### src/rtl/seg7_pkg.sv
// -----------------------------------------------------------------------------
// seg7_pkg
// Shared types and constants for the 7-segment scan controller.
//   nibble_t : one hex digit value
//   SEG_OFF  : all segments dark (active-low), 7'h7F
//   HEX_SEG  : hex-to-segment table, bit order {g,f,e,d,c,b,a}, active-low
// -----------------------------------------------------------------------------
package seg7_pkg;

  typedef logic [3:0] nibble_t;

  localparam logic [6:0] SEG_OFF = 7'h7F;

  localparam logic [6:0] HEX_SEG [16] = '{
    7'h40, 7'h79, 7'h24, 7'h30,   // 0 1 2 3
    7'h19, 7'h12, 7'h02, 7'h78,   // 4 5 6 7
    7'h00, 7'h10, 7'h08, 7'h03,   // 8 9 A b
    7'h46, 7'h21, 7'h06, 7'h0E    // C d E F
  };

endpackage

### src/rtl/seg7_hex_decode.sv
// -----------------------------------------------------------------------------
// seg7_hex_decode
// Purely combinational hex nibble to 7-segment lookup (active-low segments).
// Ports:
//   nibble in  4 : hex value 0..F
//   seg    out 7 : segments {g,f,e,d,c,b,a}, 0 = lit
// -----------------------------------------------------------------------------
module seg7_hex_decode
  import seg7_pkg::*;
(
  input  logic [3:0] nibble,
  output logic [6:0] seg
);

  assign seg = HEX_SEG[nibble];

endmodule

### src/rtl/seg7_scan_ctrl.sv
// -----------------------------------------------------------------------------
// seg7_scan_ctrl
// Time-multiplexed scan of N_DIGITS common-anode digits sharing one segment
// bus. Digit data is double-buffered: `load` writes the pending buffer and the
// displayed (active) buffer is refreshed only at frame boundaries, so a frame
// is never torn. Each slot starts with BLANK_CYCLES of anode-off time to
// suppress ghosting. All outputs are registered and active-low.
//
// Ports:
//   clk        in  1          : system clock
//   rst_n      in  1          : asynchronous active-low reset
//   load       in  1          : strobe, captures digits_in (and dp_in)
//   digits_in  in  4*N_DIGITS : nibble i drives digit i, nibble 0 in LSBs
//   digit_en   in  N_DIGITS   : live per-digit enable mask
//   an         out N_DIGITS   : one-hot active-low anode select, all 1s = off
//   seg        out 7          : segments {g,f,e,d,c,b,a}, active-low
//   frame_done out 1          : one-cycle pulse after the last slot of a frame
//   dp_in      in  N_DIGITS   : decimal points (only with SEG7_DP_EN)
//   dp         out 1          : decimal point, active-low (only with SEG7_DP_EN)
//
// Build option: define SEG7_DP_EN to add the double-buffered decimal point.
// -----------------------------------------------------------------------------
module seg7_scan_ctrl
  import seg7_pkg::*;
#(
  parameter int N_DIGITS     = 4,
  parameter int SCAN_DIV     = 50000,
  parameter int BLANK_CYCLES = 500
) (
  input  logic                  clk,
  input  logic                  rst_n,
  input  logic                  load,
  input  logic [4*N_DIGITS-1:0] digits_in,
  input  logic [N_DIGITS-1:0]   digit_en,
  output logic [N_DIGITS-1:0]   an,
  output logic [6:0]            seg,
  output logic                  frame_done
`ifdef SEG7_DP_EN
  ,
  input  logic [N_DIGITS-1:0]   dp_in,
  output logic                  dp
`endif
);

  localparam int CNT_W = $clog2(SCAN_DIV);
  localparam int IDX_W = $clog2(N_DIGITS);

  logic [CNT_W-1:0]        cnt;
  logic [IDX_W-1:0]        idx;
  nibble_t [N_DIGITS-1:0]  pending;
  nibble_t [N_DIGITS-1:0]  active;

  logic       tick;
  logic       frame_end;
  logic       lit;
  logic [6:0] cur_seg;

  assign tick      = (cnt == CNT_W'(SCAN_DIV - 1));
  assign frame_end = tick && (idx == IDX_W'(N_DIGITS - 1));
  // A disabled digit still consumes its slot so every digit keeps equal duty.
  assign lit       = (cnt >= CNT_W'(BLANK_CYCLES)) && digit_en[idx];

  seg7_hex_decode u_dec (
    .nibble (active[idx]),
    .seg    (cur_seg)
  );

  // Slot counter and digit index.
  // NOTE: sequential state uses non-blocking assignments so every register
  // samples pre-edge values, independent of statement order.
  always_ff @(posedge clk or negedge rst_n) begin
    if (!rst_n) begin
      cnt <= '0;
      idx <= '0;
    end else if (tick) begin
      cnt <= '0;
      idx <= (idx == IDX_W'(N_DIGITS - 1)) ? '0 : idx + 1'b1;
    end else begin
      cnt <= cnt + 1'b1;
    end
  end

  // Double buffer. A load on the boundary cycle bypasses pending so the new
  // value is shown in the very next frame rather than one frame later.
  always_ff @(posedge clk or negedge rst_n) begin
    if (!rst_n) begin
      pending <= '0;
      active  <= '0;
    end else begin
      if (load)      pending <= digits_in;
      if (frame_end) active  <= load ? digits_in : pending;
    end
  end

  // Output register stage: one cycle behind cnt/idx. Reset forces the
  // display dark asynchronously, without waiting for a clock edge.
  always_ff @(posedge clk or negedge rst_n) begin
    if (!rst_n) begin
      an         <= '1;
      seg        <= SEG_OFF;
      frame_done <= 1'b0;
    end else begin
      an         <= lit ? ~(N_DIGITS'(1) << idx) : '1;
      seg        <= lit ? cur_seg : SEG_OFF;
      frame_done <= frame_end;
    end
  end

`ifdef SEG7_DP_EN
  logic [N_DIGITS-1:0] dp_pending;
  logic [N_DIGITS-1:0] dp_active;

  always_ff @(posedge clk or negedge rst_n) begin
    if (!rst_n) begin
      dp_pending <= '0;
      dp_active  <= '0;
      dp         <= 1'b1;
    end else begin
      if (load)      dp_pending <= dp_in;
      if (frame_end) dp_active  <= load ? dp_in : dp_pending;
      dp <= lit ? ~dp_active[idx] : 1'b1;
    end
  end
`endif

endmodule

### config.mk
export PLATFORM = sky130hd
export DESIGN_NAME = seg7_scan_ctrl
export DESIGN_NICKNAME = d
export VERILOG_FILES = /design/src/rtl/seg7_pkg.sv /design/src/rtl/seg7_hex_decode.sv /design/src/rtl/seg7_scan_ctrl.sv
export SDC_FILE = /design/constraint.sdc
export NUM_CORES = 1
export LEC_CHECK = 0
export CELL_PAD_IN_SITES_DETAIL_PLACEMENT = 2
export CELL_PAD_IN_SITES_GLOBAL_PLACEMENT = 2
export CORE_MARGIN = 3
export CORE_UTILIZATION = 37
export CTS_CLUSTER_SIZE = 28
export DETAILED_ROUTE_END_ITERATION = 10
export GPL_ROUTABILITY_DRIVEN = 0
export PLACE_DENSITY_LB_ADDON = 0.1
export SYNTH_ARGS = -nofsm -noshare
export SYNTH_HDL_FRONTEND = slang
export SYNTH_SLANG_ARGS = --single-unit
### constraint.sdc
create_clock -name clk -period 4.9 [get_ports clk]
set_input_delay 0.735 -clock clk [delete_from_list [all_inputs] [get_ports clk]]
set_output_delay 0.735 -clock clk [all_outputs]
set_load 0.01 [all_outputs]
Yosys cells after proc, flatten, opt, wreduce, memory -nomap -nowiden
Memories as Yosys holds them, arrays and structs flattened.
Index checks and enable logic that the tools add are counted.
{ "op_classes": {"addsub": 2, "n_lt_le_gt_ge": 3, "eq_ne": 2, "n_shift": 1, "n_mux": 11, "n_bitwise": 2, "n_reduce_logical": 2} }
{ "ops": {"columns": ["op", "count"], "rows": [
  ["16-bit two-way mux", 2],
  ["7-bit two-way mux", 3],
  ["16-bit by 1-bit adder with 16-bit output, second input constant", 1],
  ["16-bit == test, second input constant", 1],
  ["16-bit by 9-bit >= comparator with 1-bit output, second input constant", 1],
  ["4-bit binary-select mux with 2-bit select", 1],
  ["4-bit two-way mux", 2],
  ["5-bit >= comparator, second input constant", 1],
  ["4-bit NOT with 5-bit output", 1],
  ["4-bit NOT", 1],
  ["1-bit by 2-bit << shifter with 4-bit output, first input constant", 1],
  ["2-bit by 3-bit < comparator with 1-bit output, second input constant", 1],
  ["2-bit by 1-bit adder with 2-bit output, second input constant", 1],
  ["1-bit binary-select mux with 2-bit select", 1],
  ["2-bit == test, second input constant", 1],
  ["1-bit logical AND", 2],
  ["2-bit two-way mux", 1],
  ["1-bit two-way mux", 1]
]} }
{ "totals": {"ff_bits": 62, "romBits": 112, "inputBits": 23, "out_inout_bits": 12, "elab_cells": 37, "mem_count": 1} }
{ "memory_table": {"columns": ["memory", "words", "width", "rd", "rd_clocked_by_memory_dff", "wr", "line", "source"], "rows": [
  ["(name not given)", 16, 7, 1, 0, 0, "seg7_hex_decode.sv:15", "assign seg = HEX_SEG[nibble];"]
]} }

Longest topological paths before layout
{ "logic_depth": {"word_depth": 7, "depth_mapped": 7, "ltp_nobuf": 6} }

Hierarchy
From an unflattened synthesis, not the netlist that was laid out.
{ "unflattened": {"cells_unflattened": 222, "area_unflattened_um2": 2972.9} }
{ "modules_own_cells": {"columns": ["module", "n_inst", "cells_each", "area_each_um2", "seq_area_each_um2"], "rows": [
  ["seg7_scan_ctrl", 1, 190, 2697.6, 1565.3],
  ["seg7_hex_decode", 1, 32, 275.3, 0.0]
]} }

Worst setup path after synthesis
OpenSTA, ideal clock, no wires.
{ "synth_timing": {"path_kind": "in2reg", "from": "input load", "to": "register active[10] (netlist name)", "setup_time_ns": 0.125, "t_arrival_ns": 1.969, "required_ns": 4.775, "setup_slack_ns": 2.806, "path_stages": 4, "path_buffers": 2, "path_cell_list": "clkbuf_1 -> clkbuf_1 -> mux2_2 -> mux2_4"} }
{ "synth_via": {"elab_chain_cells": 1} }
{ "synth_rtl": {"columns": ["item", "line", "source"], "rows": [
  ["start: declaration", "seg7_scan_ctrl.sv:32", "input logic load,"],
  ["16-bit two-way mux", null, null],
  ["end signal: assignment", "seg7_scan_ctrl.sv:91", "if (frame_end) active <= load ? digits_in : pending;"],
  ["end: declaration", "seg7_scan_ctrl.sv:51", "nibble_t [N_DIGITS-1:0] active;"]
]} }
Every way passes these cells.
A chain may end at the register's enable or synchronous reset.

Worst setup path after layout
{ "layout_timing": {"from": "register cnt[12]", "to": "register active[5] (netlist name)"} }
{ "layout_via": {"elab_chain_cells": 2} }
{ "layout_rtl": {"columns": ["item", "line", "source"], "rows": [
  ["start: declaration", "seg7_scan_ctrl.sv:48", "logic [CNT_W-1:0] cnt;"],
  ["start signal: assignment", "seg7_scan_ctrl.sv:79", "cnt <= cnt + 1'b1;"],
  ["16-bit == test", "seg7_scan_ctrl.sv:58", "assign tick = (cnt == CNT_W'(SCAN_DIV - 1));"],
  ["1-bit logical AND", "seg7_scan_ctrl.sv:59", "assign frame_end = tick && (idx == IDX_W'(N_DIGITS - 1));"]
]} }
Every way passes these cells.

==> out/qor.csv <==
metric,value,unit
Antenna Diode Count,0,
number of buffers inserted to repair setup after CTS,0,
setup slack of the critical path after layout,2203,ps
routed vias,1858,
max-capacitance violation count,0,
post-CTS resize count,0,
layout cells sized above 1,25.94,%
Clock H-tree levels,3,
total DRC errors in the routed layout,0,
Clock Latency Late Sink,340,ps
total of fill cells in the finished design,738,
switch share,23.02,%
TritonCTS clock tree,built,
WP data arrival,2910,ps
top-area cell type share of the netlist area,43.78,%
maximum number of pins on one net before global-route repair,63,
average footprint of a synthesized cell,13.07,µm²
cell at the root of the clock tree,sky130_fd_sc_hd__clkbuf_8,
Pins Over Slew Limit,0,
overall die height,94.77,µm
pwr/cell area,291.7,nW/µm²
total core area,7447,µm²
distinct cell type count after synthesis,37,
internal power,0.7889,mW
worst endpoint required time,5120,ps
post-synthesis cell type with the largest combined area,sky130_fd_sc_hd__dfrtp_1,
cts bufs inserted,9,
port bufs,34,
final hold violations,0,
prevailing post-synth register cell,sky130_fd_sc_hd__dfrtp_1,
maximum clock frequency,370.8,MHz
total wirelength of the detailed-routed design,6294,µm
crit path max-delay cell type,sky130_fd_sc_hd__nor4_4,
global-route congestion overflow total,0,
final clock skew,10.07,ps
number of enable flip-flop cells after synthesis,0,
iteration-0 DRC count of the detailed router,74,
setup repair after global routing missed its margin,false,
crit share post-route,55.04,%
number of nets in the final layout,296,
highest net fanout along the worst path,17,
via count of the first global-routing pass,2074,
Netlist Area Pre-Place,2915,µm²
Initial Utilization,39.15,%
Synth warnings,0,
Detailed Routing Iterations Pass 1,4,
worst slack on hold paths,494.3,ps
final HPWL from detailed placement,4385,µm
width of the chip,94.77,µm
All-Layer GR Usage,15.98,%
part of the power in registers,52.7,%
cell chain of the critical path,or4_4 -> nor4_4 -> nand2_2 -> mux2_4,
average vias per placed instance,5.090,
placed cell count,349,
number of rows created at floorplan,31,
Die ar.,8980,µm²
sequential element share of the synthesized area,53.69,%
cell leakage power,1.521,nW
Least-Margin Pin Slew,764.0,ps
CTS Buffer Depth,2,
relative max-transition margin,48.91,%
Synth async-reset ratio,100.0,%
kind of capture point of the worst setup path,flop,
clock-pin slew of the registers on the worst-case setup and hold paths,70,ps
Final Setup Violations,0,
Worst VDD drop,143.3,µV
clock period minus final worst setup slack,2697,ps
Post-Syn Nets,258,
combinational fraction of design power,7.9,%
classification of the worst setup path,reg2reg,
Synth-to-Final Area Change,20.52,%
run status,finished clean,
most area-consuming cells after synthesis,"sky130_fd_sc_hd__dfrtp_1 (44%), sky130_fd_sc_hd__dfstp_2 (9.9%), sky130_fd_sc_hd__mux2_2 (9.3%)",
number of placed I/O pins,35,
fin cells,365,
clock network power share,39.3,%
Syn Inst Count,223,
Final ANT Viol Nets,0,
Worst path max stage delay,650,ps
number of buffers inserted by hold repair at cts,0,
TritonCTS sink count,62,
startpoint type of the worst setup path,flop,
initial antenna violation count,0,
switching component of the power,0.2359,mW
#FFs+latches synth,62,
type of the most critical hold path,reg2reg,
setup total negative slack,0,ps
Placement Setup Slack,2193,ps
wire length of the first global-routing pass,10720,µm
routed wire length per instance,17.24,µm
-- final cells by class --
cell class	instances	area, µm²	share of cell area [%]
well taps	99	123.9	3.526
repair buffers	35	342.8	9.758
clock buffers	15	166.4	4.736
inverters	10	37.54	1.068
multi-input cells	143	1272	36.22
clock inverters	1	5.005	0.1425
flip-flops and latches	62	1565	44.55
-- state kept, by name (all words and copies together) (netlist names) --
name and cells:
pending 16, active 16, cnt 16, an 4, seg 7, idx 2
frame_done 1
-- power by group through the flow --
stage                     sequential [mW]  combinational [mW]  clock [mW]
final                               0.541              0.0812       0.403
after global routing                0.543              0.0909       0.449
after CTS                           0.541              0.0835       0.419
after detailed placement            0.550              0.0828           0
after global placement              0.549              0.0810           0
after floorplan                     0.547              0.0448           0
-- through the flow --
step / area (µm²) / utilization (%) / power [mW]
after floorplan: 2915 / - / 0.5914
after global placement: 3342 / 44.88 / 0.6300
after detailed placement: 3342 / 44.88 / 0.6329
after CTS: 3513 / 47.18 / 1.043
after global routing: 3513 / 47.18 / 1.083
final: 3513 / 47.18 / 1.025
-- synth_stat cells, types with 6 or more instances --
| master | n |
|---|---|
| sky130_fd_sc_hd__ha_1 | 12 |
| sky130_fd_sc_hd__xor2_1 | 9 |
| sky130_fd_sc_hd__nor2_1 | 10 |
| sky130_fd_sc_hd__o21ai_0 | 8 |
| sky130_fd_sc_hd__mux2_2 | 24 |
| sky130_fd_sc_hd__mux4_2 | 6 |
| sky130_fd_sc_hd__nand3_1 | 8 |
| sky130_fd_sc_hd__inv_1 | 10 |
| sky130_fd_sc_hd__nand2_1 | 14 |
| sky130_fd_sc_hd__mux2_4 | 9 |
| sky130_fd_sc_hd__dfrtp_1 | 51 |
| sky130_fd_sc_hd__xnor2_1 | 6 |
| sky130_fd_sc_hd__dfstp_2 | 11 |
-- placed cells by master, fill, tap and decap left out, types with 4 or more instances in the layout --
master / instances
sky130_fd_sc_hd__clkbuf_1: 4
sky130_fd_sc_hd__clkbuf_8: 11
sky130_fd_sc_hd__clkdlybuf4s50_1: 33
sky130_fd_sc_hd__dfrtp_1: 51
sky130_fd_sc_hd__dfstp_2: 11
sky130_fd_sc_hd__ha_1: 12
sky130_fd_sc_hd__inv_1: 10
sky130_fd_sc_hd__mux2_2: 24
sky130_fd_sc_hd__mux2_4: 9
sky130_fd_sc_hd__mux4_2: 6
sky130_fd_sc_hd__nand2_1: 14
sky130_fd_sc_hd__nand3_1: 8
sky130_fd_sc_hd__nand4_1: 4
sky130_fd_sc_hd__nor2_1: 10
sky130_fd_sc_hd__o211ai_1: 4
sky130_fd_sc_hd__o21a_1: 4
sky130_fd_sc_hd__o21ai_0: 8
sky130_fd_sc_hd__xnor2_1: 6
sky130_fd_sc_hd__xor2_1: 9
-- critical path, delay by kind of cell, from the launching register on --
family	cells	cell delay [ps]
DFF	1	430
and+or+nand+nor	3	1720
muxes	1	420
-- cell families (layout without fill, tap and decap cells) --
group,after synthesis,after routing,share of synthesized area (%)
flip-flops,62,62,53.69
AND/OR/NAND/NOR,56,56,10.77
multiplexers,40,40,18.88
AO/OA/AOI/OAI,20,20,4.335
buffers and inverters,18,61,2.661
XOR/XNOR,15,15,4.507
adder cells (fa/ha/maj),12,12,5.150
-- worst paths after layout --
kind | endpoint | slack, ps | cells after the start | start
hold / removal | cnt[15] | 490 | 1 | cnt[15]
setup reg to reg | active[5] | 2200 | 4 | cnt[12]
hold reg to reg | cnt[15] | 490 | 1 | cnt[15]
setup / recovery | active[5] | 2200 | 4 | cnt[12]
min in group asynchronous | cnt[1] | 550 | 2 | rst_n
max in group asynchronous | pending[12] | 3830 | 2 | rst_n
-- per-layer routing --
metal / share of wire [%] / routed length, µm / track usage (%) / vias to the layer above
li1: - / - / - / 863
met1: 48 / 3027 / 21.49 / 949
met2: 47 / 2928 / 24.43 / 36
met3: 3.5 / 219 / 3.347 / 10
met4: 1.9 / 118 / 7.933 / 0
met5: 0 / 0 / 0 / -
No activity file was read; power rests on OpenSTA's default activity.
